**config.mk**
```make
export PLATFORM = sky130hd
export DESIGN_NAME = pipe_ctrl
export DESIGN_NICKNAME = d
export VERILOG_FILES = /design/src/rtl/pipe_ctrl_pkg.sv /design/src/rtl/pipe_ctrl_stall_enc.sv /design/src/rtl/pipe_ctrl.sv
export SDC_FILE = /design/constraint.sdc
export NUM_CORES = 1
export LEC_CHECK = 0
export BUFFER_PORTS_ARGS = -buffer_cell sky130_fd_sc_hd__buf_2
export CAP_MARGIN = 10
export CORE_ASPECT_RATIO = 1.1
export CORE_MARGIN = 1
export CORE_UTILIZATION = 45
export DETAILED_ROUTE_END_ITERATION = 16
export MAX_ROUTING_LAYER = met4
export PLACE_DENSITY_LB_ADDON = 0.3
export SLEW_MARGIN = 25
export SYNTH_ARGS = -nofsm -noshare
export SYNTH_HDL_FRONTEND = slang
export SYNTH_SLANG_ARGS = --single-unit
```
**constraint.sdc**
```tcl
create_clock -name clk -period 2.2 [get_ports clk]
set_input_delay 0.22 -clock clk [delete_from_list [all_inputs] [get_ports clk]]
set_output_delay 0.22 -clock clk [all_outputs]
set_load 0.01 [all_outputs]
```
**src/rtl/pipe_ctrl_pkg.sv**
```systemverilog
// Shared definitions for the pipeline controller: FSM states, exception cause
// codes, default exception vector and the redirect-target selection helper.
package pipe_ctrl_pkg;

  typedef enum logic {
    ST_IDLE  = 1'b0,
    ST_FLUSH = 1'b1
  } ctrl_state_e;

  localparam logic [31:0] CAUSE_INT     = 32'h0000_0001;
  localparam logic [31:0] CAUSE_SYSCALL = 32'h0000_0008;
  localparam logic [31:0] CAUSE_INST    = 32'h0000_000a;
  localparam logic [31:0] CAUSE_OV      = 32'h0000_000c;
  localparam logic [31:0] CAUSE_TRAP    = 32'h0000_000d;
  localparam logic [31:0] CAUSE_ERET    = 32'h0000_000e;

  localparam logic [31:0] EXC_VECTOR_DEFAULT = 32'hBFC0_0380;

  // eret resumes at EPC; every other nonzero cause enters the exception vector.
  function automatic logic [31:0] exc_target(input logic [31:0] cause,
                                             input logic [31:0] epc,
                                             input logic [31:0] vector);
    logic [31:0] tgt;
    case (cause)
      CAUSE_ERET:                                                  tgt = epc;
      CAUSE_INT, CAUSE_SYSCALL, CAUSE_INST, CAUSE_OV, CAUSE_TRAP: tgt = vector;
      default:                                                     tgt = vector;
    endcase
    return tgt;
  endfunction

endpackage

```
**src/rtl/pipe_ctrl_stall_enc.sv**
```systemverilog
// Priority encoder: the highest requesting stage freezes itself and every
// stage below it.
module pipe_ctrl_stall_enc #(
  parameter int NUM_STAGES = 6
) (
  input  logic [NUM_STAGES-1:0] stallreq_i,
  output logic [NUM_STAGES-1:0] stall_mask
);

  logic acc;

  always_comb begin
    stall_mask = '0;
    acc        = 1'b0;
    for (int i = NUM_STAGES - 1; i >= 0; i--) begin
      acc           = acc | stallreq_i[i];
      stall_mask[i] = acc;
    end
  end

endmodule

```
**src/rtl/pipe_ctrl.sv**
```systemverilog
// Pipeline stall/flush controller with exception redirect.
// Optional stall watchdog enabled by defining PIPE_CTRL_STALL_WDOG_EN.
//
//   state    | meaning
//   ST_IDLE  | normal operation; stall from encoder, exception detect
//   ST_FLUSH | flush asserted, new_pc driven, counting FLUSH_CYCLES
module pipe_ctrl
  import pipe_ctrl_pkg::*;
#(
  parameter int          NUM_STAGES   = 6,
  parameter logic [31:0] EXC_VECTOR   = EXC_VECTOR_DEFAULT,
  parameter int          FLUSH_CYCLES = 1,
  parameter int          WDOG_LIMIT   = 255
) (
  input  logic                  clk,
  input  logic                  rst,
  input  logic [NUM_STAGES-1:0] stallreq_i,
  input  logic [31:0]           excepttype_i,
  input  logic [31:0]           cp0_epc_i,
  output logic [NUM_STAGES-1:0] stall,
  output logic                  flush,
  output logic [31:0]           new_pc,
  output logic                  busy,
  output logic                  wdog_timeout
);

  localparam logic [3:0] FLUSH_LAST = 4'(FLUSH_CYCLES - 1);

  ctrl_state_e           state_q, state_d;
  logic [3:0]            flush_cnt_q, flush_cnt_d;
  logic [31:0]           target_q, target_d;
  logic [NUM_STAGES-1:0] enc_mask;

  pipe_ctrl_stall_enc #(.NUM_STAGES(NUM_STAGES)) u_stall_enc (
    .stallreq_i (stallreq_i),
    .stall_mask (enc_mask)
  );

  always_ff @(posedge clk) begin
    if (rst) begin
      state_q     <= ST_IDLE;
      flush_cnt_q <= '0;
      target_q    <= '0;
    end else begin
      state_q     <= state_d;
      flush_cnt_q <= flush_cnt_d;
      target_q    <= target_d;
    end
  end

  // Outputs are gated by rst so they read zero during reset regardless of inputs.
  always_comb begin
    state_d     = state_q;
    flush_cnt_d = flush_cnt_q;
    target_d    = target_q;
    stall       = '0;
    flush       = 1'b0;
    new_pc      = '0;
    busy        = 1'b0;
    if (!rst) begin
      case (state_q)
        ST_IDLE: begin
          if (excepttype_i != '0) begin
            stall       = '1;
            state_d     = ST_FLUSH;
            flush_cnt_d = FLUSH_LAST;
            target_d    = exc_target(excepttype_i, cp0_epc_i, EXC_VECTOR);
          end else begin
            stall = enc_mask;
          end
        end
        ST_FLUSH: begin
          flush  = 1'b1;
          new_pc = target_q;
          busy   = 1'b1;
          if (flush_cnt_q == '0) state_d = ST_IDLE;
          else                   flush_cnt_d = flush_cnt_q - 4'd1;
        end
        default: state_d = ST_IDLE;
      endcase
    end
  end

`ifdef PIPE_CTRL_STALL_WDOG_EN
  logic [15:0] wdog_cnt_q;
  logic        wdog_hit;

  assign wdog_hit = !rst && (state_q == ST_IDLE) && (stall != '0) &&
                    (wdog_cnt_q == 16'(WDOG_LIMIT - 1));

  always_ff @(posedge clk) begin
    if (rst)                                                   wdog_cnt_q <= '0;
    else if (state_q != ST_IDLE || stall == '0 || wdog_hit)    wdog_cnt_q <= '0;
    else                                                       wdog_cnt_q <= wdog_cnt_q + 16'd1;
  end

  assign wdog_timeout = wdog_hit;
`else
  assign wdog_timeout = 1'b0;
`endif

endmodule

```
==> metrics.txt, run 1 <==
# TYPE chip_impl_metric gauge
chip_impl_info{name="hold_path.class",value="in2reg"} 1
chip_impl_metric{name="min_delay_path_depth",unit=""} 2
chip_impl_metric{name="top_level_ports",unit=""} 113
chip_impl_metric{name="share_seq_of_total_power",unit=""} 0.482
chip_impl_metric{name="worst_hold_slack",unit="ns"} 0.136
chip_impl_metric{name="switching_share",unit=""} 0.232
chip_impl_metric{name="place.detailed.instances",unit=""} 325
chip_impl_metric{name="grt.overflow.total",unit=""} 0
chip_impl_metric{name="power_per_cell_area",unit="nW/µm²"} 597
chip_impl_metric{name="cts_max_path_buffers",unit=""} 2
chip_impl_metric{name="detail_route.iter0.violations",unit=""} 38
chip_impl_metric{name="ys.warnings.count",unit=""} 0
chip_impl_metric{name="routed_wl",unit="µm"} 4270
chip_impl_metric{name="dp_hpwl",unit="µm"} 3310
chip_impl_metric{name="numPortBuffers",unit=""} 111
chip_impl_metric{name="combinationalPowerShare",unit=""} 0.116
chip_impl_info{name="setup_repair_after_global_routing_missed_its_margin",value="no"} 1
chip_impl_metric{name="area_delta_synth_final",unit="%"} 41.4
chip_impl_metric{name="setup_viol",unit=""} 0
chip_impl_metric{name="floorplan_row_count",unit=""} 23
chip_impl_info{name="setup.worst_path.start_class",value="flip-flop"} 1
chip_impl_metric{name="route.detailed.wl_per_inst",unit="µm"} 12.8
chip_impl_metric{name="maximum_number_of_pins_on_one_net_before_global_route_repair",unit=""} 22
chip_impl_metric{name="finalCriticalPeriod",unit="ns"} 2.02
chip_impl_metric{name="register_area",unit="µm²"} 741
chip_impl_metric{name="cts_inserted_buffers",unit=""} 5
chip_impl_metric{name="worst_ep_arrival_time",unit="ns"} 1.80
chip_impl_metric{name="hold_violations",unit=""} 0
chip_impl_metric{name="vias_per_cell",unit=""} 5.23
chip_impl_metric{name="timing.fmax",unit="MHz"} 494
chip_impl_metric{name="drtPass1Iterations",unit=""} 4
chip_impl_info{name="clk_root_buffer_cell",value="sky130_fd_sc_hd__clkbuf_8"} 1
chip_impl_metric{name="overall_power_after_layout",unit="mW"} 1.45
chip_impl_metric{name="clkSlewWorstSetupHoldPaths",unit="ns"} 0.07
chip_impl_metric{name="drive_gt1_frac",unit=""} 0.488
chip_impl_metric{name="grt_first_pass_wirelength",unit="µm"} 6490
chip_impl_info{name="worstSetupPathType",value="reg2out"} 1
chip_impl_metric{name="die_area",unit="µm²"} 4070
chip_impl_metric{name="reg2reg_depth",unit=""} 4
chip_impl_metric{name="holdBufCountCts",unit=""} 0
chip_impl_metric{name="timing_max_transition_violations_final",unit=""} 0
chip_impl_metric{name="die_w",unit="µm"} 61.0
chip_impl_metric{name="cts.htree.levels",unit=""} 2
chip_impl_metric{name="ys_seq_area_frac",unit=""} 0.431
chip_impl_metric{name="ant_nets",unit=""} 0
chip_impl_info{name="tritoncts",value="built"} 1
chip_impl_metric{name="nets",unit=""} 355
chip_impl_metric{name="non_filler_instances",unit=""} 333
chip_impl_metric{name="switching_power",unit="mW"} 0.337
chip_impl_info{name="outcome",value="completed"} 1
chip_impl_metric{name="post-route-worst-setup-slack",unit="ns"} 0.175
chip_impl_metric{name="multiInputGateArea",unit="µm²"} 902
chip_impl_metric{name="number_of_global_route_vias_before_repair",unit=""} 1489
chip_impl_metric{name="p_int",unit="mW"} 1.12
chip_impl_metric{name="crit_fanout",unit=""} 13
chip_impl_metric{name="post-route-cell-area",unit="µm²"} 2430
chip_impl_metric{name="antenna_violations_before_repair",unit=""} 0
chip_impl_metric{name="detailedPlace.worstSlack",unit="ns"} 0.278
chip_impl_metric{name="cts.sink_count",unit=""} 37
chip_impl_metric{name="grt_use_total",unit=""} 0.220
chip_impl_metric{name="power.ir.vdd_worst",unit="V"} 0.000333
chip_impl_metric{name="ys_seq_elements",unit=""} 37
chip_impl_metric{name="synth_cell_type_count",unit=""} 36
chip_impl_metric{name="syn-instance-count",unit=""} 173
chip_impl_info{name="end_kind",value="output port"} 1
chip_impl_metric{name="dpl_cell_area",unit="µm²"} 2310
chip_impl_metric{name="routed-via-count",unit=""} 1740
chip_impl_metric{name="post-route-drc-count",unit=""} 0
chip_impl_metric{name="tightest_slew",unit="ns"} 0.633
chip_impl_metric{name="gp_congestion",unit=""} 0.860
chip_impl_metric{name="postCtsSetupRepairBufs",unit=""} 0
chip_impl_metric{name="cp_data_required_time",unit="ns"} 1.98
chip_impl_metric{name="timing.final.crit_share",unit=""} 0.920
chip_impl_metric{name="clock-skew-final",unit="ns"} 0.00284
chip_impl_metric{name="drv_cap",unit=""} 0
chip_impl_metric{name="max-slew-margin-rel",unit=""} 0.576
chip_impl_metric{name="floorplan.core_area",unit="µm²"} 3650
chip_impl_metric{name="finish.utilization",unit=""} 0.666
chip_impl_metric{name="insertion_delay",unit="ns"} 0.28
chip_impl_metric{name="postSynthNetCount",unit=""} 246
chip_impl_metric{name="fp.dieH",unit="µm"} 66.9
chip_impl_metric{name="p_leak",unit="nW"} 1.19
chip_impl_metric{name="filler_cell_count",unit=""} 319
chip_impl_metric{name="start_util",unit=""} 0.471
chip_impl_metric{name="post_syn_area_per_cell",unit="µm²"} 9.94
chip_impl_metric{name="syn-cell-area",unit="µm²"} 1720
chip_impl_metric{name="power_frac_clock",unit=""} 0.402
chip_impl_metric{name="timing.setup.tns",unit="ns"} 0
chip_impl_metric{name="insertedDiodeCount",unit=""} 0
chip_impl_metric{name="cts.repair.resized",unit=""} 0
==> cells by family (layout without fill, tap and decap cells) <==
kind of cell / after synthesis / in the layout / synth area share
and+or+nand+nor: 67 / 67 / 0.263
buffers and inverters: 19 / 129 / 0.0538
AOI/OAI and AO/OA: 48 / 48 / 0.243
DFF: 37 / 37 / 0.431
other: 1 / 1 / 0.00218
adders and majority gates: 1 / 1 / 0.00727
==> state kept, by name, summed over array words and instances, names as in the netlist <==
name and flops:
flush_cnt_q 4, state_q 1, target_q 32
==> worst max-delay path: stages, from the launching register on <==
cell and delay (ns):
sky130_fd_sc_hd__dfxtp_1 0.52, sky130_fd_sc_hd__nor2b_2 0.48, sky130_fd_sc_hd__buf_4 0.25, sky130_fd_sc_hd__and2_1 0.14, sky130_fd_sc_hd__buf_2 0.12
==> layout by cell type, fill, tap and decap left out, drive strengths merged, types with 3 or more instances in the layout <==
cell type / count
buf: 116
dfxtp: 37
and2: 32
a22o: 20
o221a: 12
nor4: 9
inv: 5
nor3: 5
a21oi: 5
clkbuf: 5
nor2: 4
nand4: 4
a31oi: 3
==> synthesized netlist by cell type <==
master,instances,area (µm²)
sky130_fd_sc_hd__and3_1,1,6.26
sky130_fd_sc_hd__o31a_1,1,8.76
sky130_fd_sc_hd__or2_2,2,12.5
sky130_fd_sc_hd__o221a_1,10,113
sky130_fd_sc_hd__nor3_1,5,25.0
sky130_fd_sc_hd__nor2_1,4,15.0
sky130_fd_sc_hd__dfxtp_1,37,741
sky130_fd_sc_hd__or3_4,1,11.3
sky130_fd_sc_hd__o31ai_1,2,15.0
sky130_fd_sc_hd__nor3b_1,1,7.51
sky130_fd_sc_hd__ha_1,1,12.5
sky130_fd_sc_hd__a41o_1,1,10.0
sky130_fd_sc_hd__buf_4,2,15.0
sky130_fd_sc_hd__a31o_1,1,8.76
sky130_fd_sc_hd__a22o_1,20,175
sky130_fd_sc_hd__nor2b_1,1,6.26
sky130_fd_sc_hd__a21o_1,1,7.51
sky130_fd_sc_hd__or3_1,1,6.26
sky130_fd_sc_hd__nand4_1,4,25.0
sky130_fd_sc_hd__o221a_2,2,22.5
sky130_fd_sc_hd__nor4_2,6,75.1
sky130_fd_sc_hd__nand4b_1,1,8.76
sky130_fd_sc_hd__conb_1,1,3.75
sky130_fd_sc_hd__inv_1,5,18.8
sky130_fd_sc_hd__clkbuf_1,6,22.5
sky130_fd_sc_hd__or4_1,1,7.51
sky130_fd_sc_hd__and2_1,32,200
sky130_fd_sc_hd__buf_6,1,11.3
sky130_fd_sc_hd__a31oi_1,3,18.8
sky130_fd_sc_hd__o21a_1,1,7.51
sky130_fd_sc_hd__and4_1,2,17.5
sky130_fd_sc_hd__a21oi_1,5,25.0
sky130_fd_sc_hd__nand3_1,2,10.0
sky130_fd_sc_hd__buf_2,5,25.0
sky130_fd_sc_hd__nor4_1,3,18.8
sky130_fd_sc_hd__o22ai_1,1,6.26
==> per-layer routing <==
layer / up-vias / part of all wire / global-route usage
li1: 870 / - / -
met4: 0 / 0.011 / 0.0767
met2: 84 / 0.51 / 0.387
met1: 782 / 0.41 / 0.235
met5: - / 0 / -
met3: 4 / 0.074 / 0.0583
==> power groups by stage <==
stage	clock network [mW]	registers [mW]	logic, mW
after floorplan	0	0.709	0.0769
after global placement	0	0.715	0.168
after detailed placement	0	0.715	0.169
after CTS	0.601	0.700	0.170
after global routing	0.630	0.703	0.185
final	0.584	0.700	0.169
==> final timing paths <==
check,slack [ns],end,startpoint
max,0.18,new_pc[23],state_q
min,0.14,target_q[13],cp0_epc_i[13]
max reg2reg,0.57,target_q[30],state_q
min reg2reg,0.47,target_q[13],target_q[13]
==> cell type report <==
| cell class | instances | share of cell area |
|---|---|---|
| Clock inverter | 3 | 0.0190 |
| Timing Repair Buffer | 116 | 0.244 |
| Tap cell | 50 | 0.0257 |
| Sequential cell | 37 | 0.305 |
| Inverter | 5 | 0.00772 |
| Multi-Input combinational cell | 117 | 0.371 |
| Clock buffer | 5 | 0.0283 |
(Power assumes the default switching activity.)
==> run 2, diff against run 1 <==
CORE_MARGIN = 2   (was 1)
==> metrics.txt, run 2 (synthesized netlist as in run 1, its figures left out) <==
# TYPE chip_impl_metric gauge
chip_impl_metric{name="clkSlewWorstSetupHoldPaths",unit="ns"} 0.08
chip_impl_info{name="hold_path.class",value="in2reg"} 1
chip_impl_metric{name="worst_ep_arrival_time",unit="ns"} 1.65
chip_impl_metric{name="timing.setup.tns",unit="ns"} 0
chip_impl_metric{name="start_util",unit=""} 0.471
chip_impl_info{name="worstPathCellList",value="buf_2 -> nor4_2 -> nand4_1 -> nor3_1 -> a21oi_1 -> buf_2"} 1
chip_impl_info{name="clk_root_buffer_cell",value="sky130_fd_sc_hd__clkbuf_8"} 1
chip_impl_info{name="critical_path.top_delay_family",value="simple AND/OR/NAND/NOR gates"} 1
chip_impl_metric{name="crit_fanout",unit=""} 5
chip_impl_info{name="final_common_cell",value="sky130_fd_sc_hd__buf_2"} 1
chip_impl_metric{name="routed-via-count",unit=""} 1780
chip_impl_metric{name="worstPathBufferInverterCount",unit=""} 2
chip_impl_metric{name="timing.fmax",unit="MHz"} 534
chip_impl_metric{name="gp_congestion",unit=""} 0.820
chip_impl_metric{name="drtPass1Iterations",unit=""} 4
chip_impl_metric{name="power.ir.vdd_worst",unit="V"} 0.000266
chip_impl_metric{name="tightest_slew",unit="ns"} 0.538
chip_impl_info{name="end_of_the_worst_register_to_register_path",value="target_q[19]"} 1
chip_impl_metric{name="numPortBuffers",unit=""} 111
chip_impl_metric{name="ant_nets",unit=""} 0
chip_impl_info{name="setup_repair_after_global_routing_missed_its_margin",value="no"} 1
chip_impl_metric{name="drv_cap",unit=""} 0
chip_impl_info{name="setup.worst_path.start_class",value="input port"} 1
chip_impl_metric{name="insertedDiodeCount",unit=""} 0
chip_impl_metric{name="cp_data_required_time",unit="ns"} 1.98
chip_impl_metric{name="post-route-drc-count",unit=""} 0
chip_impl_metric{name="routed_wl",unit="µm"} 4600
chip_impl_info{name="crit_path_frequent_cell",value="sky130_fd_sc_hd__buf_2"} 1
chip_impl_info{name="crit-reg2reg-launch",value="state_q"} 1
chip_impl_metric{name="floorplan.core_area",unit="µm²"} 3650
chip_impl_metric{name="setup_viol",unit=""} 0
chip_impl_metric{name="floorplan_row_count",unit=""} 23
chip_impl_metric{name="insertion_delay",unit="ns"} 0.29
chip_impl_metric{name="timing.final.crit_share",unit=""} 0.851
chip_impl_info{name="holdPathEnd",value="target_q[3]"} 1
chip_impl_metric{name="grt.overflow.total",unit=""} 0
chip_impl_metric{name="max_reg_flops",unit=""} 32
chip_impl_info{name="crit_path_top_delay_cell",value="sky130_fd_sc_hd__nor3_1"} 1
chip_impl_info{name="min_from",value="cp0_epc_i[3]"} 1
chip_impl_metric{name="timing_max_transition_violations_final",unit=""} 0
chip_impl_info{name="end_kind",value="output port"} 1
chip_impl_metric{name="dp_hpwl",unit="µm"} 3500
chip_impl_metric{name="fp.dieH",unit="µm"} 68.9
chip_impl_metric{name="cts.sink_count",unit=""} 37
chip_impl_metric{name="reg2reg_slack",unit="ns"} 0.59
chip_impl_metric{name="area_delta_synth_final",unit="%"} 41.0
chip_impl_info{name="tritoncts",value="built"} 1
chip_impl_metric{name="nets",unit=""} 355
chip_impl_metric{name="drive_gt1_frac",unit=""} 0.484
chip_impl_metric{name="clock-skew-final",unit="ns"} 0.00346
chip_impl_metric{name="postCtsSetupRepairBufs",unit=""} 0
chip_impl_metric{name="non_filler_instances",unit=""} 333
chip_impl_metric{name="finish.utilization",unit=""} 0.664
chip_impl_metric{name="hold_violations",unit=""} 0
chip_impl_metric{name="antenna_violations_before_repair",unit=""} 0
chip_impl_info{name="largest_register",value="target_q"} 1
chip_impl_metric{name="route.detailed.wl_per_inst",unit="µm"} 13.8
chip_impl_metric{name="place.detailed.instances",unit=""} 325
chip_impl_metric{name="holdBufCountCts",unit=""} 0
chip_impl_metric{name="finalCriticalPeriod",unit="ns"} 1.87
chip_impl_metric{name="worst_hold_slack",unit="ns"} 0.135
chip_impl_info{name="layout_top_registers",value="target_q: 32 flops, flush_cnt_q: 4 flops, state_q: 1 flops"} 1
chip_impl_info{name="worstSetupPathType",value="in2out"} 1
chip_impl_info{name="outcome",value="completed"} 1
chip_impl_metric{name="cts_max_path_buffers",unit=""} 2
chip_impl_info{name="most-common-layout-cells",value="sky130_fd_sc_hd__buf_2 (111), sky130_fd_sc_hd__dfxtp_1 (37), sky130_fd_sc_hd__and2_1 (32)"} 1
chip_impl_metric{name="top_level_ports",unit=""} 113
chip_impl_metric{name="die_w",unit="µm"} 63.0
chip_impl_metric{name="grt_first_pass_wirelength",unit="µm"} 7160
chip_impl_metric{name="cp_slowest_stage_delay",unit="ns"} 0.51
chip_impl_metric{name="die_area",unit="µm²"} 4330
chip_impl_metric{name="cts_inserted_buffers",unit=""} 5
chip_impl_metric{name="p_leak",unit="nW"} 1.19
chip_impl_metric{name="grt_use_total",unit=""} 0.218
chip_impl_metric{name="number_of_global_route_vias_before_repair",unit=""} 1668
chip_impl_metric{name="reg2reg_depth",unit=""} 5
chip_impl_metric{name="cts.htree.levels",unit=""} 2
chip_impl_metric{name="power_per_cell_area",unit="nW/µm²"} 600
chip_impl_metric{name="max-slew-margin-rel",unit=""} 0.639
chip_impl_metric{name="vias_per_cell",unit=""} 5.35
chip_impl_metric{name="cts.repair.resized",unit=""} 0
chip_impl_metric{name="maximum_number_of_pins_on_one_net_before_global_route_repair",unit=""} 36
chip_impl_metric{name="detail_route.iter0.violations",unit=""} 71
chip_impl_metric{name="min_delay_path_depth",unit=""} 2
[run 2: cell count changes in the layout (fill, tap and decap cells not counted)]
cell | before | now
sky130_fd_sc_hd__a31oi_2 | 1 | 0
sky130_fd_sc_hd__a31oi_1 | 2 | 3
[run 2: power by group]
group	leakage, nW	total [mW]	switching [mW]	internal [mW]
sequential	0.303	0.699	0.0109	0.688
combinational	0.831	0.171	0.0823	0.0888
clock	0.0543	0.585	0.246	0.339
[run 2: worst max-delay path by stage]
stage	from	slack, ns	cells after the start	endpoint
6_report	excepttype_i[21]	0.33	6	stall[4]
3_5_place_dp	excepttype_i[21]	0.33	6	stall[2]
2_1_floorplan	state_q	0.63	4	new_pc[10]
3_3_place_gp	excepttype_i[25]	0.40	6	stall[2]
4_1_cts	excepttype_i[21]	0.32	6	stall[4]
5_1_grt	excepttype_i[25]	0.13	6	stall[2]
[run 2: routing by layer]
| layer | global-route usage | part of all wire | vias to the layer above |
|---|---|---|---|
| li1 | - | - | 868 |
| met1 | 0.230 | 0.40 | 819 |
| met2 | 0.414 | 0.52 | 91 |
| met3 | 0.0373 | 0.080 | 2 |
| met4 | 0.0833 | 0.0059 | 0 |
| met5 | - | 0 | - |
[run 2: worst reg2reg max path, stage by stage, from the launching register on]
cell and delay, ns:
sky130_fd_sc_hd__dfxtp_1 0.40, sky130_fd_sc_hd__nor2b_2 0.19, sky130_fd_sc_hd__buf_4 0.22, sky130_fd_sc_hd__a41o_1 0.23, sky130_fd_sc_hd__buf_4 0.20, sky130_fd_sc_hd__a22o_1 0.26
[run 2: area by class of cell]
cell class	count	area [µm²]
fill	341	1230
sequential	37	741
clock inverter	3	46.3
timing repair buffer	116	593
clock buffer	5	68.8
tap	50	62.6
multi-input combinational	117	896
inverter	5	18.8
[run 2: stage by stage]
step / setup slack, ns / cell area, µm² / power, mW
after floorplan: 0.633 / 1720 / 0.786
after global placement: 0.396 / 2310 / 0.883
after detailed placement: 0.329 / 2310 / 0.886
after CTS: 0.315 / 2430 / 1.47
after global routing: 0.132 / 2430 / 1.51
final: 0.327 / 2430 / 1.45
==> run 3, diff against run 2 <==
CORE_UTILIZATION = 42   (was 45)
GPL_TIMING_DRIVEN = 0   (was default)
clock period = 1.9 ns   (was 2.2 ns; I/O delays follow)
==> metrics.txt, run 3 (synthesized netlist as in run 1, its figures left out) <==
# TYPE chip_impl_metric gauge
chip_impl_info{name="outcome",value="completed"} 1
chip_impl_metric{name="cts.htree.levels",unit=""} 2
chip_impl_info{name="layout_top_registers",value="target_q: 32 flops, flush_cnt_q: 4 flops, state_q: 1 flops"} 1
chip_impl_metric{name="power_per_cell_area",unit="nW/µm²"} 694
chip_impl_info{name="worstSetupPathType",value="in2out"} 1
chip_impl_metric{name="cts_max_path_buffers",unit=""} 2
chip_impl_metric{name="maximum_number_of_pins_on_one_net_before_global_route_repair",unit=""} 13
chip_impl_info{name="setup_repair_after_global_routing_missed_its_margin",value="no"} 1
chip_impl_metric{name="grt.overflow.total",unit=""} 0
chip_impl_metric{name="area_delta_synth_final",unit="%"} 43.3
chip_impl_info{name="worstPathCellList",value="buf_2 -> nor4_2 -> nand4_1 -> nor3_1 -> a21oi_1 -> buf_2"} 1
chip_impl_metric{name="cts_inserted_buffers",unit=""} 5
chip_impl_info{name="end_kind",value="output port"} 1
chip_impl_info{name="end_of_the_worst_register_to_register_path",value="flush_cnt_q[1]"} 1
chip_impl_metric{name="ant_nets",unit=""} 0
chip_impl_metric{name="insertedDiodeCount",unit=""} 0
chip_impl_metric{name="setup_viol",unit=""} 0
chip_impl_metric{name="drv_cap",unit=""} 0
chip_impl_metric{name="worst_ep_arrival_time",unit="ns"} 1.55
chip_impl_metric{name="crit_fanout",unit=""} 5
chip_impl_metric{name="min_delay_path_depth",unit=""} 2
chip_impl_metric{name="hold_violations",unit=""} 0
chip_impl_metric{name="dp_hpwl",unit="µm"} 3460
chip_impl_metric{name="nets",unit=""} 362
chip_impl_metric{name="insertion_delay",unit="ns"} 0.29
chip_impl_metric{name="reg2reg_depth",unit=""} 6
chip_impl_metric{name="finalCriticalPeriod",unit="ns"} 1.74
chip_impl_metric{name="drtPass1Iterations",unit=""} 4
chip_impl_metric{name="max_reg_flops",unit=""} 32
chip_impl_info{name="crit_path_top_delay_cell",value="sky130_fd_sc_hd__nor3_1"} 1
chip_impl_metric{name="timing.final.crit_share",unit=""} 0.916
chip_impl_metric{name="top_level_ports",unit=""} 113
chip_impl_info{name="hold_path.class",value="in2reg"} 1
chip_impl_metric{name="routed-via-count",unit=""} 1785
chip_impl_metric{name="clkSlewWorstSetupHoldPaths",unit="ns"} 0.07
chip_impl_metric{name="numPortBuffers",unit=""} 110
chip_impl_info{name="crit_path_frequent_cell",value="sky130_fd_sc_hd__buf_2"} 1
chip_impl_metric{name="cp_slowest_stage_delay",unit="ns"} 0.48
chip_impl_info{name="largest_register",value="target_q"} 1
chip_impl_metric{name="finish.utilization",unit=""} 0.622
chip_impl_info{name="setup.worst_path.start_class",value="input port"} 1
chip_impl_metric{name="clock-skew-final",unit="ns"} 0.00270
chip_impl_info{name="final_common_cell",value="sky130_fd_sc_hd__buf_2"} 1
chip_impl_info{name="crit-reg2reg-launch",value="flush_cnt_q[1]"} 1
chip_impl_metric{name="post-route-drc-count",unit=""} 0
chip_impl_info{name="holdPathEnd",value="target_q[11]"} 1
chip_impl_metric{name="reg2reg_slack",unit="ns"} 0.22
chip_impl_info{name="tritoncts",value="built"} 1
chip_impl_metric{name="die_area",unit="µm²"} 4620
chip_impl_metric{name="floorplan_row_count",unit=""} 24
chip_impl_metric{name="number_of_global_route_vias_before_repair",unit=""} 1649
chip_impl_metric{name="timing.fmax",unit="MHz"} 574
chip_impl_metric{name="routed_wl",unit="µm"} 4410
chip_impl_metric{name="place.detailed.instances",unit=""} 335
chip_impl_metric{name="vias_per_cell",unit=""} 5.22
chip_impl_metric{name="die_w",unit="µm"} 65.0
chip_impl_metric{name="power.ir.vdd_worst",unit="V"} 0.000304
chip_impl_metric{name="antenna_violations_before_repair",unit=""} 0
chip_impl_info{name="most-common-layout-cells",value="sky130_fd_sc_hd__buf_2 (115), sky130_fd_sc_hd__dfxtp_1 (36), sky130_fd_sc_hd__and2_1 (32)"} 1
chip_impl_metric{name="route.detailed.wl_per_inst",unit="µm"} 12.9
chip_impl_metric{name="postCtsSetupRepairBufs",unit=""} 0
chip_impl_metric{name="cts.sink_count",unit=""} 37
chip_impl_metric{name="detail_route.iter0.violations",unit=""} 61
chip_impl_metric{name="tightest_slew",unit="ns"} 0.744
chip_impl_metric{name="floorplan.core_area",unit="µm²"} 3960
chip_impl_metric{name="start_util",unit=""} 0.434
chip_impl_info{name="min_from",value="cp0_epc_i[11]"} 1
chip_impl_metric{name="cp_data_required_time",unit="ns"} 1.71
chip_impl_metric{name="grt_first_pass_wirelength",unit="µm"} 7070
chip_impl_metric{name="p_leak",unit="nW"} 1.22
chip_impl_metric{name="max-slew-margin-rel",unit=""} 0.500
chip_impl_metric{name="gp_congestion",unit=""} 0.781
chip_impl_metric{name="non_filler_instances",unit=""} 342
chip_impl_info{name="clk_root_buffer_cell",value="sky130_fd_sc_hd__clkbuf_8"} 1
chip_impl_metric{name="grt_use_total",unit=""} 0.201
chip_impl_metric{name="drive_gt1_frac",unit=""} 0.490
chip_impl_metric{name="timing_max_transition_violations_final",unit=""} 0
chip_impl_metric{name="fp.dieH",unit="µm"} 71.1
run 3: changes by cell type in the layout (fill, tap and decap cells not counted), moves of 2 or more:
cell                       before  now
sky130_fd_sc_hd__buf_2        111  115
sky130_fd_sc_hd__buf_4          5    2
sky130_fd_sc_hd__clkbuf_1       0    2
sky130_fd_sc_hd__clkbuf_2       0    3
run 3: repair_timing:
action | CTS | global route
resized for setup | 4 | 3
setup endpoints to repair | 31 | 22
hold buffers | 0 | 0
run 3: where the power goes:
| group | internal (mW) | switching, mW | total, mW | leakage (nW) |
|---|---|---|---|---|
| clock | 0.426 | 0.273 | 0.700 | 0.0574 |
| combinational | 0.107 | 0.0948 | 0.201 | 0.862 |
| sequential | 0.797 | 0.0130 | 0.810 | 0.303 |
run 3: area by class of cell:
class | instances | area, µm²
repair buffers | 110 | 551
plain buffers | 13 | 73.8
clock inverters | 2 | 37.5
clock buffers | 6 | 82.6
fillers | 384 | 1500
flip-flops and latches | 37 | 742
well taps | 52 | 65.1
inverters | 5 | 18.8
multi-input cells | 117 | 895
run 3: worst max-delay path: cells and delay by family:
family / cells / cell delay [ns]
and+or+nand+nor: 3 / 0.98
AOI/OAI and AO/OA: 1 / 0.12
buffers and inverters: 2 / 0.26
run 3: layer usage:
layer  vias to the layer above  part of all wire  track usage  wire, µm
li1                        885                 -            -         -
met3                         8             0.088       0.0413       388
met2                        93              0.48        0.341      2120
met1                       799              0.41        0.223      1800
met5                         -                 0            -         0
met4                         0             0.021       0.0995        92
run 3: how the worst max path moves through the flow:
| stage | from | end | slack (ns) | depth (start not counted) |
|---|---|---|---|---|
| finish | excepttype_i[21] | stall[4] | 0.16 | 6 |
| floorplan | state_q | new_pc[10] | 0.36 | 4 |
| global placement | state_q | new_pc[4] | -0.01 | 5 |
| detailed placement | state_q | new_pc[3] | -0.01 | 5 |
| CTS | state_q | new_pc[15] | 0.002 | 4 |
| global route | flush_cnt_q[1] | flush_cnt_q[1] | 0.01 | 6 |
run 3: per-stage QoR:
step	power (mW)	worst slack [ns]	hold slack (ns)	setup TNS, ns	instance area, µm²
floorplan	0.910	0.363	0.315	0	1720
global placement	1.03	-0.0145	0.401	-0.0664	2340
detailed placement	1.03	-0.0102	0.407	-0.0203	2340
CTS	1.73	0.00217	0.0985	0	2460
global route	1.78	0.0108	0.108	0	2460
finish	1.71	0.159	0.107	0	2460
